===== config.mk =====
export PLATFORM = sky130hd
export DESIGN_NAME = flb_code_slewer
export DESIGN_NICKNAME = d
export VERILOG_FILES = /design/src/rtl/flb_pkg.sv /design/src/rtl/flb_code_split.sv /design/src/rtl/flb_code_slewer.sv
export SDC_FILE = /design/constraint.sdc
export NUM_CORES = 1
export LEC_CHECK = 0
export CORE_AREA = 2 2 53 80
export CTS_CLUSTER_DIAMETER = 60
export DETAILED_ROUTE_END_ITERATION = 8
export DIE_AREA = 0 0 55 82
export GPL_TIMING_DRIVEN = 0
export PLACE_DENSITY = 0.85
export SYNTH_ARGS = -nofsm -noshare
export SYNTH_HDL_FRONTEND = slang
export SYNTH_SLANG_ARGS = --single-unit

===== constraint.sdc =====
create_clock -name clk -period 11 [get_ports clk]
set_input_delay 2.2 -clock clk [delete_from_list [all_inputs] [get_ports clk]]
set_output_delay 2.2 -clock clk [all_outputs]
set_load 0.01 [all_outputs]

===== src/rtl/flb_pkg.sv =====
// Shared definitions for the FLB fine-code path.
// Holds the default code/row/column widths, the slewer state type and the
// code/row/column typedefs that the decoder and its bench model also use.
package flb_pkg;

    localparam int CODE_W = 8;
    localparam int COL_W  = 4;
    localparam int ROW_W  = CODE_W - COL_W;

    typedef enum logic [1:0] {
        IDLE   = 2'd0,
        SLEW   = 2'd1,
        FROZEN = 2'd2
    } fsm_t;

    typedef logic [CODE_W-1:0] code_t;
    typedef logic [ROW_W-1:0]  row_t;
    typedef logic [COL_W-1:0]  col_t;

endpackage


===== src/rtl/flb_code_split.sv =====
// Combinational split of a fine code into decoder fields.
//   code : fine code (CODE_W bits)
//   row  : code MSBs, row index for the binary-to-thermometer decoder
//   col  : code LSBs, raw (the decoder inverts them on odd rows)
//   oc   : row LSB, odd-row flag
module flb_code_split #(
    parameter int CODE_W = 8,
    parameter int COL_W  = 4
) (
    input  logic [CODE_W-1:0]       code,
    output logic [CODE_W-COL_W-1:0] row,
    output logic [COL_W-1:0]        col,
    output logic                    oc
);

    assign row = code[CODE_W-1:COL_W];
    assign oc  = code[COL_W];

    genvar gi;
    generate
        for (gi = 0; gi < COL_W; gi++) begin : g_col
            assign col[gi] = code[gi];
        end
    endgenerate

endmodule


===== src/rtl/flb_code_slewer.sv =====
// Rate-limited fine DCO code slewer feeding the FLB row/column decoder.
// Latches targets from the loop filter and moves the applied code toward the
// target by at most STEP per tick. All outputs are registered; row/col/oc are
// split from the next code before the register so they never skew.
//   clk, rst    : clock, synchronous active-high reset
//   tgt_i       : target code, latched when tgt_vld_i is high
//   tick_i      : slew enable, at most one step per asserted cycle
//   freeze_i    : hold the applied code (targets are still latched)
//   code_o      : applied code; row_o/col_o/oc_o are its decoder fields
//   upd_o       : pulse in the cycle code_o takes a new value
//   busy_o      : slewing toward the target
//   settled_o   : code_o equals the target and not frozen
module flb_code_slewer #(
    parameter int CODE_W   = flb_pkg::CODE_W,
    parameter int COL_W    = flb_pkg::COL_W,
    parameter int STEP     = 4,
    parameter int RST_CODE = 128
) (
    input  logic                    clk,
    input  logic                    rst,
    input  logic [CODE_W-1:0]       tgt_i,
    input  logic                    tgt_vld_i,
    input  logic                    tick_i,
    input  logic                    freeze_i,
    output logic [CODE_W-1:0]       code_o,
    output logic [CODE_W-COL_W-1:0] row_o,
    output logic [COL_W-1:0]        col_o,
    output logic                    oc_o,
    output logic                    upd_o,
    output logic                    busy_o,
    output logic                    settled_o
);

    import flb_pkg::*;

    localparam int ROW_W = CODE_W - COL_W;
    localparam logic [CODE_W-1:0] RST_C   = CODE_W'(RST_CODE);
    localparam logic [CODE_W-1:0] STEP_C  = CODE_W'(STEP);
    localparam logic [CODE_W:0]   STEP_W1 = (CODE_W+1)'(STEP);

    fsm_t state_reg, state_next;

    logic [CODE_W-1:0] code_reg, code_next;
    logic [CODE_W-1:0] tgt_reg, tgt_next;
    logic [CODE_W-1:0] stepped;
    logic [ROW_W-1:0]  row_reg, row_next;
    logic [COL_W-1:0]  col_reg, col_next;
    logic              oc_reg, oc_next;
    logic              upd_reg, busy_reg, settled_reg;

    logic signed [CODE_W:0] diff;
    logic signed [CODE_W:0] diff_neg;
    logic        [CODE_W:0] diff_mag;

    // One slew step toward the currently latched target. The final step
    // lands exactly on the target, so the code never leaves the code range.
    always_comb begin
        diff     = signed'({1'b0, tgt_reg}) - signed'({1'b0, code_reg});
        diff_neg = -diff;
        diff_mag = diff[CODE_W] ? unsigned'(diff_neg) : unsigned'(diff);
        if (diff_mag <= STEP_W1) begin
            stepped = tgt_reg;
        end else if (diff[CODE_W]) begin
            stepped = code_reg - STEP_C;
        end else begin
            stepped = code_reg + STEP_C;
        end
    end

    // Next-state logic. A tick steps toward the old target even when a new
    // target arrives in the same cycle; the new target only steers the state
    // decision, which re-aims (or returns to IDLE) from the resulting code.
    // Freeze wins over tick; the release cycle itself does not step.
    always_comb begin
        state_next = state_reg;
        code_next  = code_reg;
        tgt_next   = tgt_vld_i ? tgt_i : tgt_reg;
        if (freeze_i) begin
            state_next = FROZEN;
        end else begin
            if (state_reg == SLEW && tick_i) begin
                code_next = stepped;
            end
            state_next = (code_next != tgt_next) ? SLEW : IDLE;
        end
    end

    flb_code_split #(
        .CODE_W (CODE_W),
        .COL_W  (COL_W)
    ) u_split (
        .code (code_next),
        .row  (row_next),
        .col  (col_next),
        .oc   (oc_next)
    );

    always_ff @(posedge clk) begin
        if (rst) begin
            state_reg   <= IDLE;
            code_reg    <= RST_C;
            tgt_reg     <= RST_C;
            row_reg     <= RST_C[CODE_W-1:COL_W];
            col_reg     <= RST_C[COL_W-1:0];
            oc_reg      <= RST_C[COL_W];
            upd_reg     <= 1'b0;
            busy_reg    <= 1'b0;
            settled_reg <= 1'b1;
        end else begin
            state_reg   <= state_next;
            code_reg    <= code_next;
            tgt_reg     <= tgt_next;
            row_reg     <= row_next;
            col_reg     <= col_next;
            oc_reg      <= oc_next;
            upd_reg     <= (code_next != code_reg);
            busy_reg    <= (state_next == SLEW);
            settled_reg <= (state_next != FROZEN) && (code_next == tgt_next);
        end
    end

    assign code_o    = code_reg;
    assign row_o     = row_reg;
    assign col_o     = col_reg;
    assign oc_o      = oc_reg;
    assign upd_o     = upd_reg;
    assign busy_o    = busy_reg;
    assign settled_o = settled_reg;

endmodule


Word-level counts from Yosys, hierarchy flattened
Index checks and enable logic that the tools add are counted.
{"block": "word_totals", "regBits": 30, "in_bits": 13, "output_inout_bits": 20, "elab_cells": 31}
{"block": "op_classes", "add_sub_neg": 4, "magnitude_cmp": 1, "n_eq_ne": 6, "muxes": 9, "reduce_logical": 2}
{"cell": "8-bit two-way mux", "n": 6}
{"cell": "8-bit inequality test", "n": 2}
{"cell": "9-bit by 3-bit <= comparator with 1-bit output (second input constant)", "n": 1}
{"cell": "9-bit two-way mux", "n": 1}
{"cell": "9-bit negation", "n": 1}
{"cell": "8-bit by 8-bit subtractor with 9-bit output", "n": 1}
{"cell": "8-bit by 3-bit adder with 8-bit output (second input constant)", "n": 1}
{"cell": "8-bit equality test", "n": 1}
{"cell": "8-bit by 3-bit subtractor with 8-bit output (second input constant)", "n": 1}
{"cell": "2-bit by 1-bit equality test with 1-bit output (second input constant)", "n": 2}
{"cell": "1-bit logical AND", "n": 2}
{"cell": "2-bit two-way mux", "n": 1}
{"cell": "2-bit inequality test (second input constant)", "n": 1}
{"cell": "1-bit two-way mux", "n": 1}

Depth between registers and ports, before layout
Gate-level depths: netlist of run 1.
{"block": "logic_depth", "ltp_word": 12, "depth_mapped": 19, "depth_no_buf": 19}

By module
Synthesis of run 1 repeated with hierarchy kept, for this count alone.
{"block": "hier_totals", "hier_cells": 317, "area_unflattened_um2": 2595.0}
{"module": "flb_code_slewer", "instances": 1, "cells_per_inst": 308, "area_each_um2": 2527.4, "seq_area_each_um2": 580.6}
{"module": "flb_code_split", "instances": 1, "cells_per_inst": 9, "area_each_um2": 67.6, "seq_area_each_um2": 0.0}

Worst setup path after synthesis of run 1
OpenSTA, ideal clock, no wires.
{"block": "synth_timing", "path_kind": "in2reg", "start": "in tgt_vld_i", "end": "reg settled_reg (netlist: settled_o)", "setup_time_ns": 0.060, "t_arrival_ns": 4.126, "t_required_ns": 10.940, "slack_ns": 6.814, "cell_stages": 9, "n_path_buf": 0, "path_cell_list": "mux2i_1 xnor2_1 or4_1 a211oi_1 o22ai_1 a221oi_1 o221ai_1 nor4_2 a41o_1"}
{"block": "synth_between", "elab_chain_cells": 6, "elab_cells_between_ends": 7, "classes_between": "3 x eq/ne; 3 x mux; 1 x reduce/logical"}
{"element": "start: declaration", "line_no": "flb_code_slewer.sv:22", "rtl": "input logic tgt_vld_i,"}
{"element": "8-bit two-way mux (*)", "line_no": "flb_code_slewer.sv:77", "rtl": "tgt_next = tgt_vld_i ? tgt_i : tgt_reg;"}
{"element": "8-bit inequality test", "line_no": "flb_code_slewer.sv:84", "rtl": "state_next = (code_next != tgt_next) ? SLEW : IDLE;"}
{"element": "1-bit two-way mux", "line_no": "flb_code_slewer.sv:84"}
{"element": "2-bit two-way mux", "line_no": "flb_code_slewer.sv:78", "rtl": "if (freeze_i) begin"}
{"element": "2-bit inequality test", "line_no": "flb_code_slewer.sv:118", "rtl": "settled_reg <= (state_next != FROZEN) && (code_next == tgt_next);"}
{"element": "1-bit logical AND (*)", "line_no": "flb_code_slewer.sv:118"}
{"element": "end signal: assignment", "line_no": "flb_code_slewer.sv:118"}
{"element": "end: declaration", "line_no": "flb_code_slewer.sv:49", "rtl": "logic upd_reg, busy_reg, settled_reg;"}
Every way passes the cells marked *; elsewhere a longest branch is shown, timed or not.
A chain may end at the register's enable or synchronous reset.

Worst setup path after layout of run 1
Same ends and word-level chain as after synthesis.

==> metrics.md, run 1 <==
| Metric | Value |
|---|---|
| Mapped Cells | 287 |
| Commonest cells after routing, fill and taps aside | nor2_1, clkdlybuf4s50_1, xnor2_1 |
| Unrepaired setup endpoints after global routing | no |
| Clk sinks | 20 |
| Die X-Extent | approximately 55 um |
| Die Span Y | between 80 and 90 um |
| Synthesized net count | between 300 and 400 |
| Total grt overflow | 0 |
| Critical path data arrival time | 5.33 ns |
| # fillers | roughly 330 |
| Critical Path Source | tgt_vld_i |
| GPL Wtd Cong | 0.8847 |
| Post-DRT Antenna Nets | 0 |
| Design area | around 0.0027 mm^2 |
| Max incr delay on CP | approximately 0.57 ns |
| Crit end category | flop |
| Worst slew pin tran | just over 0.7 ns |
| Worst skew pair latency | approximately 0.28 ns |
| Count of pins over their slew limit | 0 |
| Max Fanout on Critical Path | 4 |
| Seq/Total Area, Yosys | approximately 18% |
| Placed cell area | approximately 0.0026 mm^2 |
| Top delay family on crit path | compound AO/OA/AOI/OAI gates |
| Startpoint Class | primary input |
| IO Port Bufs | 32 |
| Setup Skew | around 0.0045 ns |
| Syn-to-layout area delta | 19.93% |
| DR iter-0 viols | 156 |
| PwrDens | between 100 and 150 mW/mm^2 |
| First-pass GRT wire length | just under 10000 um |
| Wirelength per Cell | 17.15 um |
| Drt via density | 6.353 |
| Detailed placement HPWL | between 4000 and 5000 um |
| Worst reg2reg path startpoint | code_o[2] |
| Initial Utilization | between 50 and 60% |
| Reg area | 400.4 um^2 |
| Count of final hold-check violations | 0 |
| Core area | slightly below 0.004 mm^2 |
| Max stage delay cell, worst path | mux2i_1 |
| Path type of the worst setup path | primary input to flop |
| Share of cells above drive strength 1 | under 10% |
| Setup violators final | 0 |
| Max VDD drop | roughly 0.12 mV |
| #FFs+latches synth | 20 |
| Num CTS Buffers | 3 |
| Mean area per synthesized cell | ~7.8 um^2 |
| Ys Warns | 0 |
| Top_reg_cell synth | dfxtp_1 |
| Synth top area share | between 10% and 20% |
| Vias in the first global route | approximately 2200 |
| Initial antenna violation count | 0 |
| TritonCTS clock tree | done |
| Max_cap viols | 0 |
| H-tree levels | 1 |
| Nets@finish | 352 |
| Clock-pin slew on the worst setup and hold paths | approximately 0.080 ns |
| Design Power | roughly 0.30 mW |
| Static Leak | between 1 and 1.5 nW |
| Worst hold start | tgt_reg[0] |
| Die area | about 0.0045 mm^2 |
| Relative slew margins | 50.93% |
| CP bufs+invs | 1 |
| Dpl cells | between 300 and 400 |
| Pre-CTS WS | 5.811 ns |
| Critical path, cell by cell | clkdlybuf4s50_1 > mux2i_1 > xnor2_1 > or4_1 > a211oi_1 > o22ai_1 > a221oi_1 > o221ai_1 > nor4_2 > a41o_1 |
| Top-Level Pins | 33 |
| Final Util | 69.94% |
| Largest net degree at the start of global routing | 13 |
| Fin Hold WS | around 0.60 ns |
| Clock Path Buffers | 2 |
| EDFF count, synth | 0 |
| Row count | 28 |
| Area of the multi-input gates | around 0.0017 mm^2 |
| Worst min path class | flop to flop |
| Drt total wl | 6311 um |
| 1st-pass router iterations | 5 |
| Dominant cell type by area after synthesis | dfxtp_1 |
| Status | completed |
| Highest clock rate | about 200 MHz |
| Post-route DRC | 0 |
| Total GRT Usage | between 20% and 30% |
| Detailed-route via count | around 2300 |
| Clock period minus worst slack | 5.109 ns |
| Final setup TNS | 0 ns |
| Largest cells by area after synthesis | dfxtp_1, xnor2_1, ha_1 |
| FFs w/ async S/R, synth | 0% |
| Finished Layout Cells | between 300 and 400 |
| Diode count | 0 |
| CTS root buf | clkbuf_8 |
| Synth cell types | 66 |
| CTS resizes | 0 |
| CTS Hold Bufs | 0 |
| Mapped cell area | approximately 0.0022 mm^2 |
| Fin worst setup slack | slightly below 6 ns |
| Worst Path Required | approximately 11 ns |
| Final period utilization | 46.44% |
| Setup repair bufs after CTS | 0 |
synth_stat cells, types with 2 or more instances:
master and instances:
a31oi_1 8, a22oi_1 3, and3_1 3, or4_1 2
xnor2_1 21, dfxtp_1 20, o21ai_1 7, nor2b_1 2
nor2_1 32, buf_1 2, buf_6 2, a21o_1 5
clkbuf_1 6, nand3_1 7, nor4_1 4, ha_1 13
nand4_1 4, a211oi_2 2, o211ai_1 2, a211oi_1 2
fa_1 2, nand2_1 15, o21bai_1 2, nand2b_1 5
inv_1 14, a21oi_1 15, nor2_4 2, mux2i_1 10
buf_4 9, xor2_1 12, a22o_1 2, nor3_1 4
o21ai_0 11, or3_1 4, a311oi_1 2
routing by layer:
| metal | vias up | global-route usage (%) | wire, um |
|---|---|---|---|
| li1 | 1115 | - | - |
| met1 | 1077 | 34.39 | 2380 |
| met2 | 109 | 52.14 | 3209 |
| met3 | 37 | 2.545 | 376 |
| met4 | 0 | 15.37 | 345 |
| met5 | - | 0 | 0 |
report_power, final:
group | switching, mW | total (mW) | internal, mW | leakage (nW)
combinational | 0.0823 | 0.140 | 0.0575 | 0.895
clock | 0.0283 | 0.0771 | 0.0488 | 0.0357
sequential | 0.00506 | 0.0806 | 0.0755 | 0.164
total | 0.116 | 0.297 | 0.182 | 1.10
path summary, 6_finish.rpt:
path / end / slack (ns) / cells after the start
setup / recovery: settled_o / 5.89 / 10
hold / removal: code_o[0] / 0.60 / 2
setup reg to reg: busy_o / 6.40 / 18
hold reg to reg: code_o[0] / 0.60 / 2
cell families after synthesis:
logic type | share of synthesized area, %
AND/OR/NAND/NOR | 20.88
XOR/XNOR | 12.86
buffers and inverters | 8.073
multiplexers | 4.956
adder cells (fa/ha/maj) | 9.020
AO/OA/AOI/OAI | 26.39
flip-flops | 17.82
tightest hold or removal path: cells and delay by family, from the launching register on:
| family | cells | cell delay [ns] |
|---|---|---|
| muxes | 1 | 0.14 |
| and+or+nand+nor | 1 | 0.05 |
| DFF | 1 | 0.36 |
cell type report:
cell class,instances,share of cell area [%]
plain buffers,20,4.643
inverters,15,2.089
flip-flops and latches,20,14.86
multi-input cells,232,61.79
clock inverters,1,1.114
well taps,45,2.089
clock buffers,3,1.532
repair buffers,32,11.88
Power figures use the tool's default switching activity.
==> inputs of run 2 (changes only) <==
--- a/config.mk
+++ b/config.mk
@@ -5,12 +5,12 @@
 export SDC_FILE = /design/constraint.sdc
 export NUM_CORES = 1
 export LEC_CHECK = 0
-export CORE_AREA = 2 2 53 80
+export CORE_AREA = 2 2 58 88
 export CTS_CLUSTER_DIAMETER = 60
 export DETAILED_ROUTE_END_ITERATION = 8
-export DIE_AREA = 0 0 55 82
+export DIE_AREA = 0 0 60 90
 export GPL_TIMING_DRIVEN = 0
-export PLACE_DENSITY = 0.85
+export PLACE_DENSITY = 0.75
 export SYNTH_ARGS = -nofsm -noshare
 export SYNTH_HDL_FRONTEND = slang
 export SYNTH_SLANG_ARGS = --single-unit
==> constraint.sdc (replaced) <==
create_clock -name clk -period 4.6 [get_ports clk]
set_input_delay 0.92 -clock clk [delete_from_list [all_inputs] [get_ports clk]]
set_output_delay 0.92 -clock clk [all_outputs]
set_load 0.01 [all_outputs]
==> run 2 against run 1 <==
Wire length shrank 1.7%; critical path depth grew 7; first-iteration DRC count shrank 4.5%; die area grew 20%; critical path type is now flop to flop.
==> metrics.md, run 2 (synthesized netlist as in run 1, its figures left out) <==
| Metric | Value |
|---|---|
| Status | completed |
| Worst r2r path cells | 17 (-1) |
| TritonCTS clock tree | done |
| Die area | 0.005400 mm^2 (+20%) |
| Worst reg2reg path startpoint | code_o[2] |
| H-tree levels | 1 (unchanged) |
| Post-DRT Antenna Nets | 0 (unchanged) |
| Dpl cells | 385 (+5.8%) |
| Nets@finish | 355 (+0.85%) |
| Initial Utilization | 47.88% (-10 points) |
| Max_cap viols | 0 (unchanged) |
| Initial antenna violation count | 0 (unchanged) |
| Crit end category | flop |
| Fin Hold WS | 0.6020 ns (+0.005975 ns) |
| Hold Path Depth | 2 (unchanged) |
| Cell-internal power | 0.4406 mW (+140%) |
| Relative slew margins | 51.40% (+0.47 points) |
| Setup violators final | 0 (unchanged) |
| Static Leak | 1.114 nW (+1.8%) |
| Final Util | 58.57% (-11 points) |
| IO Port Bufs | 32 (unchanged) |
| Design area | 0.002749 mm^2 (+2.0%) |
| Drt total wl | 6202 um (-1.7%) |
| # fillers | 432 (+31%) |
| Count of pins over their slew limit | 0 (unchanged) |
| Total GRT Usage | 23.26% (-6.5 points) |
| Top-Level Pins | 33 (unchanged) |
| Fin worst setup slack | 0.2913 ns (-5.600 ns) |
| Reg power frac | 26.9% (-0.2 points) |
| R2R setup slack | 0.29 ns (-6.11 ns) |
| Detailed-route via count | 2253 (-3.6%) |
| Combinational share of power | 47.3% (+0.3 points) |
| 1st-pass router iterations | 5 (unchanged) |
| Clock-pin slew on the worst setup and hold paths | 0.09 ns (about the same) |
| PwrDens | 260.1 mW/mm^2 (+140%) |
| Core area | 0.004693 mm^2 (+22%) |
| End of the worst hold path | code_o[0] |
| Commonest cells after routing, fill and taps aside | nor2_1, clkdlybuf4s50_1, xnor2_1 |
| Unrepaired setup endpoints after global routing | no |
| Die Span Y | 90 um (+9.8%) |
| Detailed placement HPWL | 4774 um (-0.84%) |
| Row count | 31 (+11%) |
| Area of the multi-input gates | 0.001669 mm^2 (+0.23%) |
| Clk pwr share | 25.8% (about the same) |
| First-pass GRT wire length | 9887 um (+0.63%) |
| CTS root buf | clkbuf_8 |
| DR iter-0 viols | 149 (-4.5%) |
| Num CTS Buffers | 3 (unchanged) |
| Vias in the first global route | 2139 (-1.3%) |
| Count of final hold-check violations | 0 (unchanged) |
| Drt via density | 5.747 (-9.5%) |
| Diode count | 0 (unchanged) |
| Final period utilization | about 94% |
| Die X-Extent | 60 um (+9.1%) |
| Worst hold start | tgt_reg[0] |
| Worst min path class | flop to flop |
| Total grt overflow | 0 (unchanged) |
| Largest net degree at the start of global routing | 13 (unchanged) |
| Path type of the worst setup path | flop to flop |
| FF-to-FF End | settled_o |
| Clock period minus worst slack | ~4.3 ns |
| Worst Path Required | 4.77 ns (-6.45 ns) |
| Reg area | 400.4 um^2 (unchanged) |
| Worst skew pair latency | 0.27 ns (about the same) |
| Net Switching | 0.2743 mW (+140%) |
| Finished Layout Cells | 392 (+6.5%) |
| Wirelength per Cell | 15.82 um (-7.7%) |
| Max Fanout on Critical Path | 11 (+7) |
| GPL Wtd Cong | 0.9118 (+3.1%) |
| Switch share | 38.36% (-0.52 points) |
| Critical path data arrival time | 4.48 ns (-0.85 ns) |
| Placed cell area | 0.002650 mm^2 (+1.0%) |
| Highest clock rate | around 230 MHz |
| Post-route DRC | 0 (unchanged) |
| Pre-CTS WS | 0.07645 ns (-5.735 ns) |
| Clk sinks | 20 (unchanged) |
| Design Power | 0.7149 mW (+140%) |
| Setup Skew | 0.004185 ns (-0.0003087 ns) |
| Final setup TNS | 0 ns (unchanged) |
| Syn-to-layout area delta | 22.33% |
| CTS Hold Bufs | 0 (unchanged) |
| Worst slew pin tran | 0.7088 ns (-0.006788 ns) |
| Share of cells above drive strength 1 | 10.74% (+1.4 points) |
| Max VDD drop | 0.1836 mV (+54%) |
| Clock Path Buffers | 2 (unchanged) |
| Startpoint Class | flop |
run 2: cell count changes in the layout (fill, tap and decap cells not counted):
| cell | delta |
|---|---|
| a21oi_1 | -1 |
| clkbuf_2 | +1 |
| buf_4 | +3 |
| a21oi_2 | +1 |
| clkbuf_1 | -1 |
run 2: worst max-delay path, cell delays in order (launching register included):
cell and delay, ns:
dfxtp_1 0.41, clkbuf_2 0.26, inv_1 0.14, ha_1 0.37
a21o_1 0.22, a221oi_4 0.41, o21ai_2 0.16, inv_2 0.21
ha_1 0.27, a21o_1 0.17, a21oi_1 0.23, o21bai_1 0.12
a21oi_2 0.23, xnor2_1 0.18, o21ai_1 0.10, a211oi_2 0.35
xnor2_1 0.12, a41o_1 0.24
run 2: cell type report:
class	instances	share of cell area, %
Multi-Input combinational cell	232	60.72
Clock inverter	1	1.092
Timing Repair Buffer	35	12.47
Tap cell	66	3.004
Inverter	15	2.048
Sequential cell	20	14.57
Buffer	20	4.597
Clock buffer	3	1.502
run 2: timing repair:
item,in CTS,in global routing
setup buffers,0,3
gates resized for setup,0,3
endpoints found under the setup margin,0,3
run 2: power groups by stage:
stage | Sequential [mW] | Clock (mW) | Combinational [mW]
floorplan | 0.194 | 0 | 0.246
global placement | 0.196 | 0 | 0.318
detailed placement | 0.197 | 0 | 0.322
CTS | 0.192 | 0.185 | 0.324
global route | 0.194 | 0.189 | 0.369
finish | 0.193 | 0.184 | 0.338
run 2: how the worst max path moves through the flow:
stage,startpoint,end,slack (ns),depth (start not counted)
floorplan,code_o[2],settled_o,0.67,17
global placement,code_o[2],settled_o,0.09,17
detailed placement,code_o[2],settled_o,0.08,17
CTS,code_o[2],settled_o,0.06,17
global route,code_o[2],settled_o,0.03,17
finish,code_o[2],settled_o,0.29,17
run 2: routing by layer:
metal	global-route usage [%]	vias to the layer above	wire length, um
met5	0	-	0
met4	10.00	0	236
met3	2.014	21	292
met2	39.13	84	3207
met1	29.05	1030	2465
li1	-	1118	-
==> inputs of run 3 (changes only) <==
--- a/config.mk
+++ b/config.mk
@@ -5,12 +5,12 @@
 export SDC_FILE = /design/constraint.sdc
 export NUM_CORES = 1
 export LEC_CHECK = 0
-export CORE_AREA = 2 2 58 88
+export CORE_AREA = 2 2 53 80
 export CTS_CLUSTER_DIAMETER = 60
 export DETAILED_ROUTE_END_ITERATION = 8
-export DIE_AREA = 0 0 60 90
+export DIE_AREA = 0 0 55 82
 export GPL_TIMING_DRIVEN = 0
-export PLACE_DENSITY = 0.75
+export PLACE_DENSITY = 0.85
 export SYNTH_ARGS = -nofsm -noshare
 export SYNTH_HDL_FRONTEND = slang
 export SYNTH_SLANG_ARGS = --single-unit
==> constraint.sdc (replaced) <==
create_clock -name clk -period 5.1 [get_ports clk]
set_input_delay 1.02 -clock clk [delete_from_list [all_inputs] [get_ports clk]]
set_output_delay 1.02 -clock clk [all_outputs]
set_load 0.01 [all_outputs]
==> results of run 3 <==
Same layout as run 1 (identical final DEF). Status: completed.
Main changes from that run: setup slack after placement 5.811 ns -> 0.6346 ns; setup slack after layout 5.891 ns -> 0.4952 ns; start point of the critical path tgt_vld_i -> code_o[2]; end point of the critical path settled_o -> busy_o; register-to-register setup slack 6.40 ns -> 0.50 ns; total power 0.2975 mW -> 0.6416 mW; worst IR drop on VDD 0.1190 mV -> 0.2566 mV
